`config.mk`:
```
export PLATFORM = sky130hd
export DESIGN_NAME = modulo_varredura_matriz
export DESIGN_NICKNAME = d
export VERILOG_FILES = /design/src/rtl/modulo_varredura_matriz_pkg.sv /design/src/rtl/modulo_varredura_matriz_prescaler.sv /design/src/rtl/modulo_varredura_matriz.sv
export SDC_FILE = /design/constraint.sdc
export NUM_CORES = 1
export LEC_CHECK = 0
export BUFFER_PORTS_ARGS = -buffer_cell sky130_fd_sc_hd__buf_2
export CAP_MARGIN = 20
export CORE_UTILIZATION = 30
export DETAILED_ROUTE_END_ITERATION = 10
export PLACE_DENSITY = 0.48
export REMOVE_ABC_BUFFERS = 1
export SLEW_MARGIN = 20
export SYNTH_ARGS = -nofsm -noshare
export SYNTH_HDL_FRONTEND = slang
export SYNTH_SLANG_ARGS = --single-unit
```
`constraint.sdc`:
```
create_clock -name clk -period 14.7 [get_ports clk]
set_input_delay 1.47 -clock clk [delete_from_list [all_inputs] [get_ports clk]]
set_output_delay 1.47 -clock clk [all_outputs]
set_load 0.02 [all_outputs]
```
`src/rtl/modulo_varredura_matriz_pkg.sv`:
```
// Shared definitions for the 5x7 matrix column scanner.
// Holds the matrix geometry, the scanner state encoding and the helpers that
// turn a stored image plus a column index into column-select / row data.
// Optional feature macro: BLANKING_EN adds the BLANK state to the encoding.
package modulo_varredura_matriz_pkg;

  localparam int unsigned NCOL  = 5;
  localparam int unsigned NROW  = 7;
  localparam int unsigned MAT_W = NCOL * NROW;
  localparam int unsigned COL_W = 3;
  localparam int unsigned PRE_W = 16;

  // All columns deselected (active-low select lines)
  localparam logic [NCOL-1:0] COL_OFF = '1;

  typedef enum logic [1:0] {
    ST_IDLE  = 2'd0,
    ST_LOAD  = 2'd1,
    ST_SCAN  = 2'd2
`ifdef BLANKING_EN
    ,
    ST_BLANK = 2'd3
`endif
  } state_t;

  // Active-low one-hot column select; column 0 drives the MSB
  function automatic logic [NCOL-1:0] col_sel(input logic [COL_W-1:0] col);
    logic [NCOL-1:0] onehot;
    onehot = {1'b1, {(NCOL-1){1'b0}}};
    return ~(onehot >> col);
  endfunction

  // Rows of one column: column c occupies m[34-7c : 28-7c], row 0 at the MSB
  function automatic logic [NROW-1:0] col_rows(input logic [MAT_W-1:0] frame,
                                               input logic [COL_W-1:0] col);
    int unsigned amt;
    amt = NROW * (NCOL - 1 - 32'(col));
    return NROW'(frame >> amt);
  endfunction

endpackage

```
`src/rtl/modulo_varredura_matriz_prescaler.sv`:
```
// modulo_prescaler: column dwell counter.
// Counts 0..DIV-1 while i_en is high and wraps to 0 after DIV-1.
// Ports: clk; i_clr sync clear (priority); i_en count enable;
//        o_tc_c combinational terminal count (high on the DIV-1 cycle while enabled).
module modulo_prescaler
  import modulo_varredura_matriz_pkg::*;
#(
  parameter int unsigned DIV = 1000
) (
  input  logic clk,
  input  logic i_clr,
  input  logic i_en,
  output logic o_tc_c
);

  localparam logic [PRE_W-1:0] LAST = PRE_W'(DIV - 1);

  logic [PRE_W-1:0] r_count;

  assign o_tc_c = i_en && (r_count == LAST);

  // Dwell counter with wrap at terminal count
  always_ff @(posedge clk) begin
    if (i_clr) begin
      r_count <= '0;
    end else if (i_en) begin
      r_count <= o_tc_c ? '0 : r_count + PRE_W'(1);
    end
  end

endmodule

```
`src/rtl/modulo_varredura_matriz.sv`:
```
// modulo_varredura_matriz: 5x7 LED matrix column scanner.
// Snapshots the matrix image once per frame, then lights each column for DIV
// cycles. With BLANKING_EN defined, one all-off cycle separates consecutive
// columns of a frame to suppress ghosting.
// Ports: clk; clr sync active-high reset; m_in 35-bit image; en scan enable;
//        col_out active-low column select (col_out[4] = column 0);
//        row_out active-high rows (row_out[6] = row 0);
//        frame_done one-cycle pulse after the last column of a frame.
module modulo_varredura_matriz
  import modulo_varredura_matriz_pkg::*;
#(
  parameter int unsigned DIV = 1000
) (
  input  logic              clk,
  input  logic              clr,
  input  logic [MAT_W-1:0]  m_in,
  input  logic              en,
  output logic [NCOL-1:0]   col_out,
  output logic [NROW-1:0]   row_out,
  output logic              frame_done
);

  localparam logic [COL_W-1:0] LAST_COL = COL_W'(NCOL - 1);

  state_t           r_state;
  logic [COL_W-1:0] r_col_idx;
  logic [MAT_W-1:0] r_frame;
  logic [NCOL-1:0]  r_col_out;
  logic [NROW-1:0]  r_row_out;
  logic             r_frame_done;

  state_t           w_state_nxt;
  logic [COL_W-1:0] w_col_idx_nxt;
  logic [MAT_W-1:0] w_frame_nxt;
  logic [NCOL-1:0]  w_col_out_nxt;
  logic [NROW-1:0]  w_row_out_nxt;
  logic             w_frame_done_nxt;

  logic             w_pre_en;
  logic             w_pre_clr;
  logic             w_tc;

  // The prescaler only runs in SCAN and sits at zero everywhere else
  assign w_pre_en  = (r_state == ST_SCAN);
  assign w_pre_clr = clr || !w_pre_en;

  modulo_prescaler #(
    .DIV (DIV)
  ) u_prescaler (
    .clk    (clk),
    .i_clr  (w_pre_clr),
    .i_en   (w_pre_en),
    .o_tc_c (w_tc)
  );

  // State, frame snapshot and registered outputs
  always_ff @(posedge clk) begin
    if (clr) begin
      r_state      <= ST_IDLE;
      r_col_idx    <= '0;
      r_frame      <= '0;
      r_col_out    <= COL_OFF;
      r_row_out    <= '0;
      r_frame_done <= 1'b0;
    end else begin
      r_state      <= w_state_nxt;
      r_col_idx    <= w_col_idx_nxt;
      r_frame      <= w_frame_nxt;
      r_col_out    <= w_col_out_nxt;
      r_row_out    <= w_row_out_nxt;
      r_frame_done <= w_frame_done_nxt;
    end
  end

  // Next state; outputs are computed for the state being entered so that the
  // registered outputs line up with it (column 0 on the cycle after LOAD)
  always_comb begin
    w_state_nxt      = r_state;
    w_col_idx_nxt    = r_col_idx;
    w_frame_nxt      = r_frame;
    w_col_out_nxt    = COL_OFF;
    w_row_out_nxt    = '0;
    w_frame_done_nxt = 1'b0;

    if (!en) begin
      // Abandon any frame in progress without signalling completion
      w_state_nxt   = ST_IDLE;
      w_col_idx_nxt = '0;
    end else begin
      case (r_state)
        ST_IDLE: begin
          w_state_nxt = ST_LOAD;
        end

        ST_LOAD: begin
          w_frame_nxt   = m_in;
          w_col_idx_nxt = '0;
          w_state_nxt   = ST_SCAN;
          w_col_out_nxt = col_sel('0);
          w_row_out_nxt = col_rows(m_in, '0);
        end

        ST_SCAN: begin
          w_col_out_nxt = col_sel(r_col_idx);
          w_row_out_nxt = col_rows(r_frame, r_col_idx);
          if (w_tc) begin
            if (r_col_idx == LAST_COL) begin
              w_state_nxt      = ST_LOAD;
              w_col_idx_nxt    = '0;
              w_frame_done_nxt = 1'b1;
              w_col_out_nxt    = COL_OFF;
              w_row_out_nxt    = '0;
            end else begin
              w_col_idx_nxt = r_col_idx + COL_W'(1);
`ifdef BLANKING_EN
              w_state_nxt   = ST_BLANK;
              w_col_out_nxt = COL_OFF;
              w_row_out_nxt = '0;
`else
              w_state_nxt   = ST_SCAN;
              w_col_out_nxt = col_sel(r_col_idx + COL_W'(1));
              w_row_out_nxt = col_rows(r_frame, r_col_idx + COL_W'(1));
`endif
            end
          end
        end

`ifdef BLANKING_EN
        ST_BLANK: begin
          // Column index was already advanced on entry
          w_state_nxt   = ST_SCAN;
          w_col_out_nxt = col_sel(r_col_idx);
          w_row_out_nxt = col_rows(r_frame, r_col_idx);
        end
`endif

        default: begin
          w_state_nxt   = ST_IDLE;
          w_col_idx_nxt = '0;
        end
      endcase
    end
  end

  assign col_out    = r_col_out;
  assign row_out    = r_row_out;
  assign frame_done = r_frame_done;

endmodule

```
==> results_dict.tcl <==
set metrics [dict create \
    die_y_microns 143 \
    max_freq_mhz 167 \
    synth_xor_area_share_pct 2.78 \
    path_class "flip-flop to flip-flop" \
    r2r_slack_ns 8.70 \
    cts_htree_levels 3 \
    hold_viol 0 \
    whs_path_depth 1 \
    crit_chain "buf_4 > inv_2 > ha_2 > buf_4 > inv_1 > ha_1 > xnor2_1 > ha_1 > ha_1 > inv_1 > mux4_2 > mux2i_1 > nor3_1 > nor4_1 > a2bb2oi_1 > a21oi_1" \
    cp_num_buf_inv 5 \
    die_area_sq_mm 0.0205 \
    timing.setup.tns_ns 0 \
    worstPathRequired_ns 14.92 \
    final_common_cell "nand2_1" \
    synth_cells 678 \
    antenna_found_initial 0 \
    drv_slew 0 \
    avgSynthCellArea_sq_um 8.84 \
    ys_types 65 \
    syn_to_final_growth_pct 11.4 \
    grt_pass1_wl_mm 29.9 \
    r2r_end "row_out[0]$_SDFF_PP0_" \
    root_buffer "clkbuf_16" \
    cts_num_sinks 69 \
    grt_pass1_vias 5141 \
    cp.arrival_ns 6.22 \
    ant_nets 0 \
    drt_first_pass_iters 5 \
    min_period_over_period_pct 40.8 \
    crit_path_top_delay_cell "ha_1" \
    fin_util_pct 34.2 \
    rr_worst_depth 16 \
    synthArstFlopShare_pct 0 \
    r2r-start "r_col_idx[0]$_SDFFE_PP0P_" \
    min_to "u_prescaler.r_count[0]$_SDFFE_PP0P_" \
    ir_worst_vdd_mv 0.0484 \
    detail_route.vias_per_cell 5.54 \
    drive_above_1_share_pct 19.5 \
    cts_tree "yes" \
    postCtsSetupBuffers 0 \
    skew_ns 0.0103 \
    min_period_ns 6.00 \
    layout.nets 760 \
    p_leak_nw 2.28 \
    tightestPinTransition_ns 1.03 \
    grt_start_max_net_pins 57 \
    cpPeakStageDelay_ns 0.68 \
    ys_dominant_reg_cell "dfxtp_1" \
    hold_buffers 0 \
    gr-total-overflow 0 \
    outcome "finished, final reports clean" \
    core_sq_mm 0.0195 \
    finalSetupViolCount 0 \
    synth_area_sq_mm 0.00599 \
    numCtsBuffers 9 \
    path_clk_slew_ns 0.06 \
    path_delay_family "buffers and inverters" \
    end_kind "flip-flop" \
    max_slew_margin_pct 31.6 \
    final_cell_mix "nand2_1 (123), dfxtp_1 (68), mux2i_1 (61), a21oi_1 (58)" \
    clockBufferDepth 2 \
    grt.total_usage_pct 19.4 \
    io_buffer_count 50 \
    cts-resized-gates 0 \
    ys_seq_area_share_pct 23.1 \
    synth_top_family_by_area "multiplexers" \
    worstPathMaxFanout 56 \
    pin_count 51 \
    min-delay-start "u_prescaler.r_count[0]$_SDFFE_PP0P_" \
    synth_edf_count 0 \
    rsz0062_at_grt "false" \
    die_width_microns 143 \
    synth_warnings 0 \
    critical_path.most_common_cell "ha_1" \
    clkLatencyLatePin_ns 0.35 \
    dp_hpwl_mm 14.2 \
    n_antenna_cell 0 \
    maxCapViolCount 0 \
    rows 51 \
    routedWlPerCell_microns 19.8 \
    synth_mux_area_share_pct 30.3 \
    hold_path.class "flip-flop to flip-flop" \
    totalWireLength_mm 19.1 \
    drcViolationCount 0 \
    synth-compound-area-share_pct 13.9 \
    power_density_mw_per_mm2 71.4 \
    drtIter0Drc 348 \
    gp_congestion 0.946 \
    crit_path_start_kind "flip-flop" \
    synth_fa_ha_area_share_pct 5.89 \
    synth-simple-area-share_pct 18.4 \
    vias 5343 \
    synth_seq_cells 69 \
    start_util_pct 30.7 \
]
## kinds of logic after synthesis
| group | after synthesis |
|---|---|
| AND/OR/NAND/NOR | 243 |
| AO/OA/AOI/OAI | 132 |
| multiplexers | 118 |
| buffers and inverters | 70 |
| flip-flops | 69 |
| adder cells (fa/ha/maj) | 27 |
| XOR/XNOR | 19 |
## power by group
group / switching (mW) / internal, mW
clock network: 0.0838 / 0.152
logic: 0.0229 / 0.0189
registers: 0.00764 / 0.191
total: 0.114 / 0.362
## cells in the mapped netlist (4+ instances only)
master	count	share of area, %
a211oi_1	4	0.50
a21o_1	4	0.50
a21oi_1	58	4.8
a31oi_1	6	0.63
a32oi_1	4	0.58
and2_1	4	0.42
and3_1	11	1.1
buf_2	10	0.84
buf_4	6	0.75
clkbuf_1	27	1.7
dfxtp_1	69	23
ha_1	25	5.2
inv_1	19	1.2
mux2_2	7	1.3
mux2i_1	61	10
mux4_2	50	19
nand2_1	123	7.7
nand2b_1	6	0.63
nand3_1	21	1.8
nand4_1	6	0.63
nor2_1	34	2.1
nor3_1	14	1.2
o211ai_1	4	0.50
o21ai_0	16	1.3
o22ai_1	6	0.63
or3_1	7	0.73
xnor2_1	11	1.6
xor2_1	8	1.2
## per-stage QoR
| step | cell area [sq um] | hold WS (ns) | worst slack, ns | std cells | power [mW] |
|---|---|---|---|---|---|
| 2_1_floorplan | 5730 | 0.440 | 7.82 | 629 | 0.225 |
| 3_3_place_gp | 6360 | 0.464 | 8.83 | 949 | 0.244 |
| 3_5_place_dp | 6360 | 0.481 | 8.69 | 949 | 0.244 |
| 4_1_cts | 6670 | 0.492 | 8.67 | 964 | 0.482 |
| 5_1_grt | 6670 | 0.505 | 8.22 | 964 | 0.496 |
| 6_report | 6670 | 0.480 | 8.70 | 964 | 0.476 |
## area by class of cell
type	count	area, sq um
Tap cell	265	332
Inverter	21	78.8
Sequential cell	69	1380
Clock buffer	11	243
Multi-Input combinational cell	539	4280
Timing Repair Buffer	55	288
Fill cell	2070	12900
Clock inverter	4	72.6
## metal layers
| layer | up-vias | GRT usage (%) | wire, microns |
|---|---|---|---|
| li1 | 2542 | - | - |
| met2 | 174 | 32.2 | 9170 |
| met4 | 0 | 7.73 | 550 |
| met3 | 28 | 2.67 | 803 |
| met5 | - | 0 | 0 |
| met1 | 2599 | 25.4 | 8550 |
## how the worst max path moves through the flow
stage                                    startpoint               endpoint  slack, ns  cells past startpoint
final                     r_col_idx[0]$_SDFFE_PP0P_  row_out[0]$_SDFF_PP0_       8.70                     16
after global placement    r_col_idx[0]$_SDFFE_PP0P_  row_out[0]$_SDFF_PP0_       8.83                     16
after CTS                 r_col_idx[0]$_SDFFE_PP0P_  row_out[0]$_SDFF_PP0_       8.67                     16
after global routing      r_col_idx[0]$_SDFFE_PP0P_  row_out[0]$_SDFF_PP0_       8.22                     16
after floorplan           r_col_idx[0]$_SDFFE_PP0P_  row_out[0]$_SDFF_PP0_       7.82                     14
after detailed placement  r_col_idx[0]$_SDFFE_PP0P_  row_out[0]$_SDFF_PP0_       8.69                     16
## sequential cells by signal, summed over array words and instances, names as in the netlist
name / cells
row_out: 7
r_state: 2
r_frame: 35
r_col_idx: 3
col_out: 5
u_prescaler.r_count: 16
frame_done: 1
## worst reg2reg max path, stage by stage, from the launching register on
cell and delay [ns]:
dfxtp_2 0.32, buf_4 0.60, inv_2 0.53, ha_2 0.47, buf_4 0.45, inv_1 0.22, ha_1 0.34, xnor2_1 0.13
ha_1 0.23, ha_1 0.68, inv_1 0.48, mux4_2 0.55, mux2i_1 0.27, nor3_1 0.08, nor4_1 0.26, a2bb2oi_1 0.18
a21oi_1 0.09
No activity file was read; power rests on OpenSTA's default activity.
